==> src/rtl/instruction_fetch_unit.sv <==
`default_nettype none
// instruction_fetch_unit: single-outstanding instruction fetcher with stall hold,
// deferred branch redirect and WAIT timeout/retry. Revision 1.0
module instruction_fetch_unit #(
    parameter logic [31:0] RESET_PC = 32'h0000_0000,
    parameter int unsigned TIMEOUT  = 64
) (
    input  logic        CLK,
    input  logic        RESET,
    output logic        IMEM_READ,
    output logic [31:0] IMEM_ADDRESS,
    input  logic [31:0] IMEM_READINST,
    input  logic        IMEM_BUSYWAIT,
    input  logic        STALL,
    input  logic        BRANCH_TAKEN,
    input  logic [31:0] BRANCH_TARGET,
    output logic [31:0] IF_INSTR,
    output logic [31:0] IF_PC,
    output logic        IF_VALID,
    output logic        FETCH_ERR
);
    localparam int unsigned      CNT_W    = $clog2(TIMEOUT + 1);
    localparam logic [CNT_W-1:0] CNT_LAST = CNT_W'(TIMEOUT - 1);

    typedef enum logic [1:0] {
        S_IDLE = 2'd0,
        S_REQ  = 2'd1,
        S_WAIT = 2'd2,
        S_HOLD = 2'd3
    } state_t;

    state_t           state, state_next;
    logic [31:0]      pc, pc_next;
    logic [31:0]      instr_next, if_pc_next;
    logic [31:0]      pend_target, pend_target_next;
    logic             pend_valid, pend_valid_next;
    logic [CNT_W-1:0] wait_cnt, wait_cnt_next;
    logic             err_next;
    logic [31:0]      branch_aligned;
    logic             redirect;
    logic [31:0]      redirect_target;

    always_ff @(posedge CLK) begin
        if (RESET) begin
            state       <= S_IDLE;
            pc          <= RESET_PC;
            IF_INSTR    <= 32'd0;
            IF_PC       <= 32'd0;
            FETCH_ERR   <= 1'b0;
            pend_valid  <= 1'b0;
            pend_target <= 32'd0;
            wait_cnt    <= '0;
        end else begin
            state       <= state_next;
            pc          <= pc_next;
            IF_INSTR    <= instr_next;
            IF_PC       <= if_pc_next;
            FETCH_ERR   <= err_next;
            pend_valid  <= pend_valid_next;
            pend_target <= pend_target_next;
            wait_cnt    <= wait_cnt_next;
        end
    end

    always_comb begin
        state_next       = state;
        pc_next          = pc;
        instr_next       = IF_INSTR;
        if_pc_next       = IF_PC;
        err_next         = 1'b0;
        pend_valid_next  = pend_valid;
        pend_target_next = pend_target;
        wait_cnt_next    = wait_cnt;
        IMEM_READ        = 1'b0;
        IMEM_ADDRESS     = pc;
        IF_VALID         = 1'b0;

        branch_aligned  = BRANCH_TARGET & ~32'h0000_0003;
        // A branch arriving this cycle overrides any older pending target.
        redirect        = BRANCH_TAKEN | pend_valid;
        redirect_target = BRANCH_TAKEN ? branch_aligned : pend_target;

        if (BRANCH_TAKEN) begin
            pend_valid_next  = 1'b1;
            pend_target_next = branch_aligned;
        end

        case (state)
            S_IDLE: begin
                state_next = S_REQ;
            end
            S_REQ: begin
                IMEM_READ     = 1'b1;
                wait_cnt_next = '0;
                state_next    = S_WAIT;
            end
            S_WAIT: begin
                IMEM_READ = 1'b1;
                if (!IMEM_BUSYWAIT) begin
                    if (redirect) begin
                        // Access completes but its word is dropped in favour of the redirect.
                        pc_next         = redirect_target;
                        pend_valid_next = 1'b0;
                        state_next      = S_REQ;
                    end else begin
                        instr_next = IMEM_READINST;
                        if_pc_next = pc;
                        state_next = S_HOLD;
                    end
                end else if (wait_cnt == CNT_LAST) begin
                    err_next      = 1'b1;
                    wait_cnt_next = '0;
                    state_next    = S_REQ;
                    if (redirect) begin
                        pc_next         = redirect_target;
                        pend_valid_next = 1'b0;
                    end
                end else begin
                    wait_cnt_next = wait_cnt + CNT_W'(1);
                end
            end
            S_HOLD: begin
                IF_VALID = 1'b1;
                if (!STALL) begin
                    pc_next         = redirect ? redirect_target : pc + 32'd4;
                    pend_valid_next = 1'b0;
                    state_next      = S_REQ;
                end
            end
            default: begin
                state_next = S_IDLE;
            end
        endcase
    end
endmodule
`default_nettype wire
==> config.mk <==
export PLATFORM = sky130hd
export DESIGN_NAME = instruction_fetch_unit
export DESIGN_NICKNAME = d
export VERILOG_FILES = /design/src/rtl/instruction_fetch_unit.sv
export SDC_FILE = /design/constraint.sdc
export NUM_CORES = 1
export LEC_CHECK = 0
export BUFFER_PORTS_ARGS = -buffer_cell sky130_fd_sc_hd__buf_4
export CORE_UTILIZATION = 35
export CTS_CLUSTER_SIZE = 25
export DETAILED_ROUTE_END_ITERATION = 8
export GPL_TIMING_DRIVEN = 0
export SYNTH_ARGS = -nofsm -noshare
export SYNTH_HDL_FRONTEND = slang
export SYNTH_SLANG_ARGS = --single-unit
==> constraint.sdc <==
create_clock -name CLK -period 3.02 [get_ports CLK]
set_clock_uncertainty 0.15 [all_clocks]
set_input_delay 0.302 -clock CLK [delete_from_list [all_inputs] [get_ports CLK]]
set_output_delay 0.302 -clock CLK [all_outputs]
set_load 0.01 [all_outputs]
### Yosys cells after proc, flatten, opt, wreduce, memory -nomap -nowiden

Cells that the tools add are included.
W data, S select, Z words.

* bits in registers: 139
* bits of input ports: 69
* word-level logic and storage cells: 54

* add/sub/neg operators: 2
* equal/unequal tests: 7
* muxes and demuxes: 24
* bitwise gates (word level): 4
* reductions and logical operators: 9

Operators with widths (count)
* $mux W32: 6
* $pmux W32 S2: 1
* $add A32 B3 Y32 const B: 1
* $mux W7: 2
* $pmux W7 S2: 1
* $mux W1: 8
* $mux W2: 4
* $pmux W2 S4: 1
* $add A7 B1 Y7 const B: 1
* $eq A7 B6 Y1 const B: 1
* $reduce_and A3 Y1: 2
* $eq A2 B2 Y1 const B: 2
* $ne A2 B2 Y1 const B: 2
* $reduce_and A2 Y1: 2
* $reduce_bool A2 Y1: 2
* $ne A3 B3 Y1 const B: 1
* $not A1 Y1: 3
* $reduce_or A3 Y1: 1
* $eq A2 B1 Y1 const B: 1
* $logic_not A2 Y1: 1
* $pmux W1 S2: 1
* $reduce_or A2 Y1: 1
* $or A1 B1 Y1: 1

### Depth between registers and ports, before layout

Gate-level depths: netlist of run 1.

* depth in word-level cells: 5
* mapped depth: 10
* gate-level depth less buffers: 7

### Worst setup path before layout of run 1

Ideal clock, no wire load.

* path type: reg-to-reg
* start point: register pc[2] (netlist: IMEM_ADDRESS[2])
* end point: register pc[26] (netlist: IMEM_ADDRESS[26])
* arrival time: 2107 ps
* path slack: 694 ps
* cell stages (with the launch flop): 8
* buffers on the path: 1
* cells stage by stage: dfxtp_1 -> ha_1 -> nand3_1 -> or4_1 -> buf_2 -> nor4_1 -> mux2_2 -> o21ai_1

* longest elaborated chain between the ends: 4

RTL lines
* start: declaration: line 33 `logic [31:0] pc, pc_next;`
* start signal: assignment: line 55 `pc <= pc_next;`
* $add A32 B3 Y32: line 125 `pc_next = redirect ? redirect_target : pc + 32'd4;`
* $mux W32: line 125
* $mux W32: line 124 `if (!STALL) begin`
* $pmux W32 S2: line 88 `case (state)`

Every way passes these cells. The select of a mux whose other input is x is not followed.
A chain may end at the register's enable or synchronous reset.

### Final worst setup path of run 1

* start point: register state[0]
* end point: register pc[17] (netlist: IMEM_ADDRESS[17])

* longest elaborated chain between the ends: 3
* elaborated cells on any way between the ends: 7
* those cells by class: 4 x eq/ne; 1 x mux; 2 x reduce/logical

RTL lines
* start: declaration: line 32 `state_t state, state_next;`
* start signal: assignment: line 54 `state <= state_next;`
* $eq A2 B2 Y1: line 88
* $ne A3 B3 Y1 (no line), or another cell as far along
* $reduce_and A3 Y1 (no line)

Several ways; a longest one is shown, not always the timed one.

==> flow_summary.toml, run 1 <==
[outcome]
status = "complete, no violations"

[clock_tree]
cts_buffers = 17
path_clk_slew_ps = 60
root_buffer = "clkbuf_16"
htree_levels = 4
clk_path_buf_depth = 2
insertion_delay_ps = 420
cts_tree = "yes"
cts_sinks = 139

[power]
intPower_w = 0.003451
power_density_nw_per_um2 = 534.4
p_clk_frac = 0.498
seq_power_share = 0.423
p_leak_nw = 3.369
p_sw_w = 0.001053
switching_share = 0.2339
p_comb_frac = 0.079
ir_drop_uv = 367.7

[run]
drv_cap = 0

[yosys]
yosys-top-cells-area = "dfxtp_1, nand2_1, a21oi_1"
synth_area_leader_cell = "dfxtp_1"
synth_cells = 740
syn_avg_cell_area_sq_um = 8.025
synth_top_cell_area_share = 0.4686
ys_ff_latch = 139
async_flop_share = 0
synth_edf_count = 0
ys_seq_area_frac = 0.4686
synth_common_cells = "nand2_1, dfxtp_1, a21oi_1"
synth_ff_type = "dfxtp_1"
ys.warnings.count = 0
syn-cell-area_sq_um = 5938
ys_types = 49
synth_nets = 815
synth_most_common_cell = "nand2_1"

[floorplanning]
ios = 168
die_y_microns = 132.3
dieArea_sq_um = 17490
row_count = 47
die_w_microns = 132.3
initial_core_util = 0.3581
coreArea_sq_um = 16580

[timing]
clock.fmax_mhz = 345.5
period_needed_ps = 2894
setup_violations = 0
worstMarginPinSlew_ps = 1023
rsz0062_at_grt = "no"
slew_headroom = 0.3117
layout_worst_path_cycle_share = 0.9584
setup_ws_ps = 125.6
drv_slew = 0
hold-worst-slack_ps = 22.33
hold_viol_final = 0

[setup_path]
cp_data_required_time_ps = 3180
crit_type = "reg -> reg"
endpoint_kind = "flop"
worstSetupStartpointType = "flop"
critPathArrivalTime_ps = 3060
cp_max_fo = 10

[drt]
routed_wl_microns = 19830
ant_nets = 0
avgViaCountPerCell = 5.269
drc = 0
vias = 6270
drt-initial-drc-count = 494
wl_per_cell_microns = 16.66
firstDrtPassIters = 6

[layout]
multi_input_area_sq_um = 2924
antennaDiodeCount = 0
final_util = 0.5082
register_area_sq_um = 2783
fin_cells = 1190
drive_gt1_frac = 0.2196
fin_nets = 1032
syn2layout_area_growth_pct = 41.93
fillerInstances = 1652

[global_route]
grt-ovfl-total = 0
track_usage = 0.2282
grt_antenna_before_repair = 0
grt_pass1_wl_microns = 31020
grt_max_degree = 17
grt_pass1_vias = 5765

[placed_design]
portBuffers = 165
dp_hpwl_microns = 14040
place_congestion = 0.9070
place_ws_ps = -77.70
dp.cells = 1125

[min_path]
hold_path.class = "in -> reg"
[worst paths after layout]
kind	startpoint	cells after the start	end	slack [ps]
worst max-delay path	state[0]	7	IMEM_ADDRESS[17]	130
worst min-delay path	BRANCH_TARGET[7]	3	pend_target[7]	20
worst max register to register	state[0]	7	IMEM_ADDRESS[17]	130
worst min register to register	wait_cnt[6]	1	FETCH_ERR	300
[per-stage QoR]
step | TNS, ps | power, W | instance area (sq um)
4_1_cts | 0 | 0.004525 | 8419
2_1_floorplan | 0 | 0.002094 | 5938
5_1_grt | 0 | 0.004654 | 8428
3_5_place_dp | -173.3 | 0.002259 | 7452
3_3_place_gp | -173.3 | 0.002258 | 7452
6_report | 0 | 0.004504 | 8428
[per-layer routing]
layer  vias up  wire length, microns  global-route usage
met3        42                  1644             0.05729
met5         -                     0                   0
met4         0                   405             0.08301
li1       3035                     -                   -
met2       282                  8962              0.3568
met1      2911                  8817              0.3039
[repair_timing]
action                                  in CTS  in global routing
endpoints found under the setup margin       4                 11
gates resized for setup                      1                  5
buffers inserted                             0                  0
hold buffers                                33                  0
endpoints found under the hold margin       33                  0
[flip-flops by register name, summed over array words and instances (netlist names)]
signal        flops
FETCH_ERR         1
state             2
pend_target      32
IF_INSTR         32
pend_valid        1
IF_PC            32
IMEM_ADDRESS     32
wait_cnt          7
[critical path, cell delays in order (launching register included)]
cell and delay [ps]:
dfxtp_1 350, ha_1 320, or3b_2 230, clkbuf_1 310, clkbuf_1 480, buf_1 480, nor3_1 120, nor4_1 330
[area by class of cell]
class                      instances  share of cell area
buffer                            56             0.02598
sequential                       139              0.3302
clock buffer                      19             0.05255
tap                              220             0.03266
clock inverter                    13             0.02242
multi-input combinational        538              0.3469
inverter                           7            0.003118
timing repair buffer             198              0.1862
[kinds of logic after synthesis]
| group | synth area share |
|---|---|
| adder cells (fa/ha/maj) | 0.01264 |
| flip-flops | 0.4686 |
| multiplexers | 0.06110 |
| AO/OA/AOI/OAI | 0.1618 |
| buffers and inverters | 0.04088 |
| AND/OR/NAND/NOR | 0.2550 |
[power by group through the flow]
stage	Sequential (W)	Clock, W	Combinational (W)
6_report	0.00190	0.00224	0.000357
4_1_cts	0.00190	0.00227	0.000354
3_5_place_dp	0.00194	0	0.000317
5_1_grt	0.00191	0.00236	0.000385
2_1_floorplan	0.00194	0	0.000155
3_3_place_gp	0.00194	0	0.000317
[layout by cell type, fill, tap and decap left out, types with 23 or more instances in the layout]
cell type,count
clkbuf_1,38
nand3_1,23
o21ai_0,28
dlygate4sd3_1,33
a21oi_1,95
buf_4,165
mux2i_1,34
nand2_1,163
nor2_1,57
dfxtp_1,139
Power figures use the tool's default switching activity.
==> run 2, diff against run 1 <==
- CORE_UTILIZATION: 35 -> 45
- HOLD_SLACK_MARGIN: not set -> 0.15
- PLACE_DENSITY: not set -> 0.71
==> flow_summary.toml, run 2 (synthesis gave the netlist of run 1 again) <==
[power]
p_clk_frac = 0.463
p_leak_nw = 3.466
p_sw_w = 0.0009903
p_comb_frac = 0.091
switching_share = 0.2322
seq_power_share = 0.446
intPower_w = 0.003274
ir_drop_uv = 381.8
power_density_nw_per_um2 = 495.6

[layout]
final_common_cell = "buf_4"
antennaDiodeCount = 0
drive_gt1_frac = 0.2088
fin_nets = 1064
syn2layout_area_growth_pct = 44.92
fillerInstances = 1137
final_cell_mix = "buf_4, nand2_1, dfxtp_1"
final_util = 0.6764

[floorplanning]
ios = 168
die_w_microns = 116.9
die_y_microns = 116.9
initial_core_util = 0.4668
row_count = 41
dieArea_sq_um = 13660
coreArea_sq_um = 12720

[timing]
hold-worst-slack_ps = 177.6
setup_violations = 0
layout_worst_path_cycle_share = 0.9581
period_needed_ps = 2894
rsz0062_at_grt = "no"
hold_viol_final = 0
slew_headroom = 0.2681
tns_ps = 0
clock.fmax_mhz = 345.6
drv_slew = 0
worstMarginPinSlew_ps = 1088

[global_route]
grt_pass1_vias = 5559
grt_pass1_wl_microns = 28840
track_usage = 0.2830
grt-ovfl-total = 0
grt_antenna_before_repair = 0
grt_max_degree = 17

[drt]
firstDrtPassIters = 6
drc = 0
wl_per_cell_microns = 16.72
routed_wl_microns = 19610
drt-initial-drc-count = 686
vias = 6352
avgViaCountPerCell = 5.415
ant_nets = 0

[placed_design]
portBuffers = 165
dp_hpwl_microns = 13230
place_congestion = 0.9572

[setup_path]
worstSetupStartpointType = "flop"
cp_slowest_cell = "nor4_1"
crit_buf_inv = 0
crit_type = "reg -> reg"
cp_data_required_time_ps = 3220
cp_top_family = "simple AND/OR/NAND/NOR gates"
crit_chain = "ha_1, nand3_1, nor4_1, nand4_1, or4_1, a31oi_1"
slowest_delay_ps = 910
cp_max_fo = 7
endpoint_kind = "flop"
critPathArrivalTime_ps = 3090

[clock_tree]
clk_path_buf_depth = 2
htree_levels = 4
cts_buffers = 17
cts_sinks = 139
root_buffer = "clkbuf_16"
cts_tree = "yes"
insertion_delay_ps = 430
path_clk_slew_ps = 60

[run]
drv_cap = 0

[min_path]
hold_path.class = "in -> reg"

[outcome]
status = "complete, no violations"
run 2: worst paths after layout:
path         cells past startpoint              start  slack, ps          endpoint
max                              6    IMEM_ADDRESS[2]        130  IMEM_ADDRESS[30]
max reg2reg                      6    IMEM_ADDRESS[2]        130  IMEM_ADDRESS[30]
min reg2reg                      1        wait_cnt[6]        290         FETCH_ERR
min                              4  BRANCH_TARGET[13]        180   pend_target[13]
run 2: stage by stage:
step | instances | total power, W | area (sq um) | setup slack [ps]
after global routing | 1173 | 0.004398 | 8606 | 32.87
after detailed placement | 1077 | 0.002251 | 7392 | 167.0
after CTS | 1173 | 0.004269 | 8600 | 137.7
after floorplan | 740 | 0.002094 | 5938 | 693.8
final | 1173 | 0.004265 | 8606 | 126.4
after global placement | 1077 | 0.002248 | 7392 | 161.2
run 2: worst min-delay path, delay by kind of cell:
family,cells,cell delay [ps]
multiplexers,1,130
AND/OR/NAND/NOR,1,150
buffers and inverters,2,150
run 2: repair_timing:
| action | CTS | global route |
|---|---|---|
| hold buffers | 65 | 0 |
| endpoints found under the setup margin | 0 | 12 |
| endpoints found under the hold margin | 68 | 0 |
| buffers inserted | 0 | 0 |
| gates resized for setup | 0 | 3 |
run 2: area by class of cell:
class / instances / area [sq um] / share of cell area
clock buffer: 24 / 491.7 / 0.05714
timing repair buffer: 230 / 1889 / 0.2195
buffer: 56 / 217.7 / 0.02530
multi-input combinational: 538 / 2918 / 0.3391
clock inverter: 7 / 65.06 / 0.007560
inverter: 7 / 26.28 / 0.003053
sequential: 139 / 2783 / 0.3234
tap: 172 / 215.2 / 0.02501
run 2: per-layer routing:
layer	vias up	share of wire	routed length (microns)	global-route usage
li1	3098	-	-	-
met1	2919	0.41	8129	0.3499
met2	293	0.48	9360	0.4710
met3	42	0.080	1577	0.06334
met4	0	0.028	541	0.1300
met5	-	0	0	0
run 2: power groups by stage:
| stage | combinational (W) | clock, W | sequential [W] |
|---|---|---|---|
| global route | 0.000414 | 0.00208 | 0.00191 |
| CTS | 0.000380 | 0.00199 | 0.00190 |
| global placement | 0.000307 | 0 | 0.00194 |
| finish | 0.000386 | 0.00198 | 0.00190 |
| floorplan | 0.000155 | 0 | 0.00194 |
| detailed placement | 0.000309 | 0 | 0.00194 |
==> run 3, diff against run 2 <==
- PLACE_DENSITY: 0.71 -> 0.7
==> flow_summary.toml, run 3 (synthesis gave the netlist of run 1 again) <==
[outcome]
status = "complete, no violations"

[global_route]
track_usage = 0.3092
grt-ovfl-total = 0
grt_pass1_vias = 6210
grt_max_degree = 17
grt_pass1_wl_microns = 31810
grt_antenna_before_repair = 0

[timing]
hold_viol_final = 0
layout_worst_path_cycle_share = 0.9491
worstMarginPinSlew_ps = 993.7
period_needed_ps = 2866
tns_ps = 0
slew_headroom = 0.3315
clock.fmax_mhz = 348.9
rsz0062_at_grt = "no"
setup_ws_ps = 153.7
hold-worst-slack_ps = 197.6
drv_slew = 0
setup_violations = 0

[setup_path]
cp_data_required_time_ps = 3130
critPathArrivalTime_ps = 2980
crit_type = "in -> reg"
slowest_delay_ps = 520
worst_path_most_repeated_cell = "clkbuf_1"
worstSetupStartpointType = "input port"
cp_max_fo = 10
cp_top_family = "buffers and inverters"
endpoint_kind = "flop"
cp_slowest_cell = "dlygate4sd3_1"
crit_buf_inv = 6
crit_chain = "dlygate4sd3_1, buf_4, buf_2, or3b_2, clkbuf_1, clkbuf_1, clkbuf_2, nor2_1, o21ai_0, a21oi_1"

[layout]
final_cell_mix = "buf_4, nand2_1, dfxtp_1"
stdcell_area_sq_um = 8584
drive_gt1_frac = 0.2092
antennaDiodeCount = 0
final_util = 0.6748
final_common_cell = "buf_4"
fillerInstances = 1062
syn2layout_area_growth_pct = 44.56
fin_nets = 1064

[power]
switching_share = 0.2308
ir_drop_uv = 426.2
p_leak_nw = 3.458
p_comb_frac = 0.093
p_sw_w = 0.0009646
power_density_nw_per_um2 = 486.8
seq_power_share = 0.456
intPower_w = 0.003214
p_clk_frac = 0.451

[clock_tree]
cts_sinks = 139
root_buffer = "clkbuf_16"
cts_buffers = 17
insertion_delay_ps = 420
clk_path_buf_depth = 2
cts_tree = "yes"
path_clk_slew_ps = 60
htree_levels = 4

[drt]
avgViaCountPerCell = 5.532
firstDrtPassIters = 5
ant_nets = 0
vias = 6478
drt-initial-drc-count = 570
routed_wl_microns = 21010
drc = 0
wl_per_cell_microns = 17.94

[placed_design]
place_congestion = 0.9271
placed_area_sq_um = 7392
dp_hpwl_microns = 14610
place_ws_ps = 8.285
portBuffers = 165

[floorplanning]
initial_core_util = 0.4668
dieArea_sq_um = 13660
ios = 168
die_w_microns = 116.9
row_count = 41
die_y_microns = 116.9
coreArea_sq_um = 12720

[min_path]
hold_path.class = "in -> reg"

[run]
drv_cap = 0
## run 3: cell types whose count changed in the layout (fill, tap and decap cells not counted)
cell / delta
clkbuf_2: +4
buf_1: -2
nor4_1: -1
clkinvlp_4: -1
nor4_2: +1
bufinv_16: -1
clkinv_2: -4
clkbuf_1: +1
clkbuf_8: +1
## run 3: path summary, 6_finish.rpt
kind / from / endpoint / slack [ps] / cells past startpoint
hold / removal: BRANCH_TARGET[13] / pend_target[13] / 200 / 4
setup reg to reg: wait_cnt[0] / IMEM_ADDRESS[12] / 200 / 9
setup / recovery: BRANCH_TAKEN / IMEM_ADDRESS[14] / 150 / 10
hold reg to reg: wait_cnt[6] / FETCH_ERR / 290 / 1
## run 3: layer usage
| metal | GRT usage | vias to the layer above | share of wire |
|---|---|---|---|
| li1 | - | 3092 | - |
| met1 | 0.3706 | 3062 | 0.42 |
| met2 | 0.5199 | 279 | 0.49 |
| met3 | 0.08342 | 45 | 0.064 |
| met4 | 0.1384 | 0 | 0.029 |
| met5 | 0 | - | 0 |
## run 3: worst min-delay path: cells and delay by family
kind          cells  cell delay [ps]
mux               1              120
simple gates      1              140
buf+inv           2              160
## run 3: power by group through the flow
stage | combinational (W) | sequential (W) | clock [W]
floorplan | 0.000155 | 0.00194 | 0
global placement | 0.000309 | 0.00194 | 0
detailed placement | 0.000314 | 0.00194 | 0
CTS | 0.000385 | 0.00190 | 0.00189
global route | 0.000422 | 0.00191 | 0.00198
finish | 0.000391 | 0.00190 | 0.00188
## run 3: cell type report
cell class	instances	area [sq um]	area share
Multi-Input combinational cell	538	2924	0.3406
Sequential cell	139	2783	0.3242
Timing Repair Buffer	230	1889	0.2201
Buffer	56	222.7	0.02594
Clock inverter	1	7.507	0.0008745
Clock buffer	28	516.7	0.06020
Inverter	7	26.28	0.003061
Tap cell	172	215.2	0.02507
## run 3: metrics by stage
| step | power [W] | cells |
|---|---|---|
| detailed placement | 0.002257 | 1077 |
| CTS | 0.004182 | 1171 |
| floorplan | 0.002094 | 740 |
| global route | 0.004307 | 1171 |
| global placement | 0.002250 | 1077 |
| finish | 0.004179 | 1171 |
## run 3: what timing repair did
action                     CTS  global route
gates resized for setup      1             9
gates cloned                 0             0
setup endpoints to repair    1            18
hold buffers                65             0
setup buffers                0             0
hold endpoints to repair    66             0
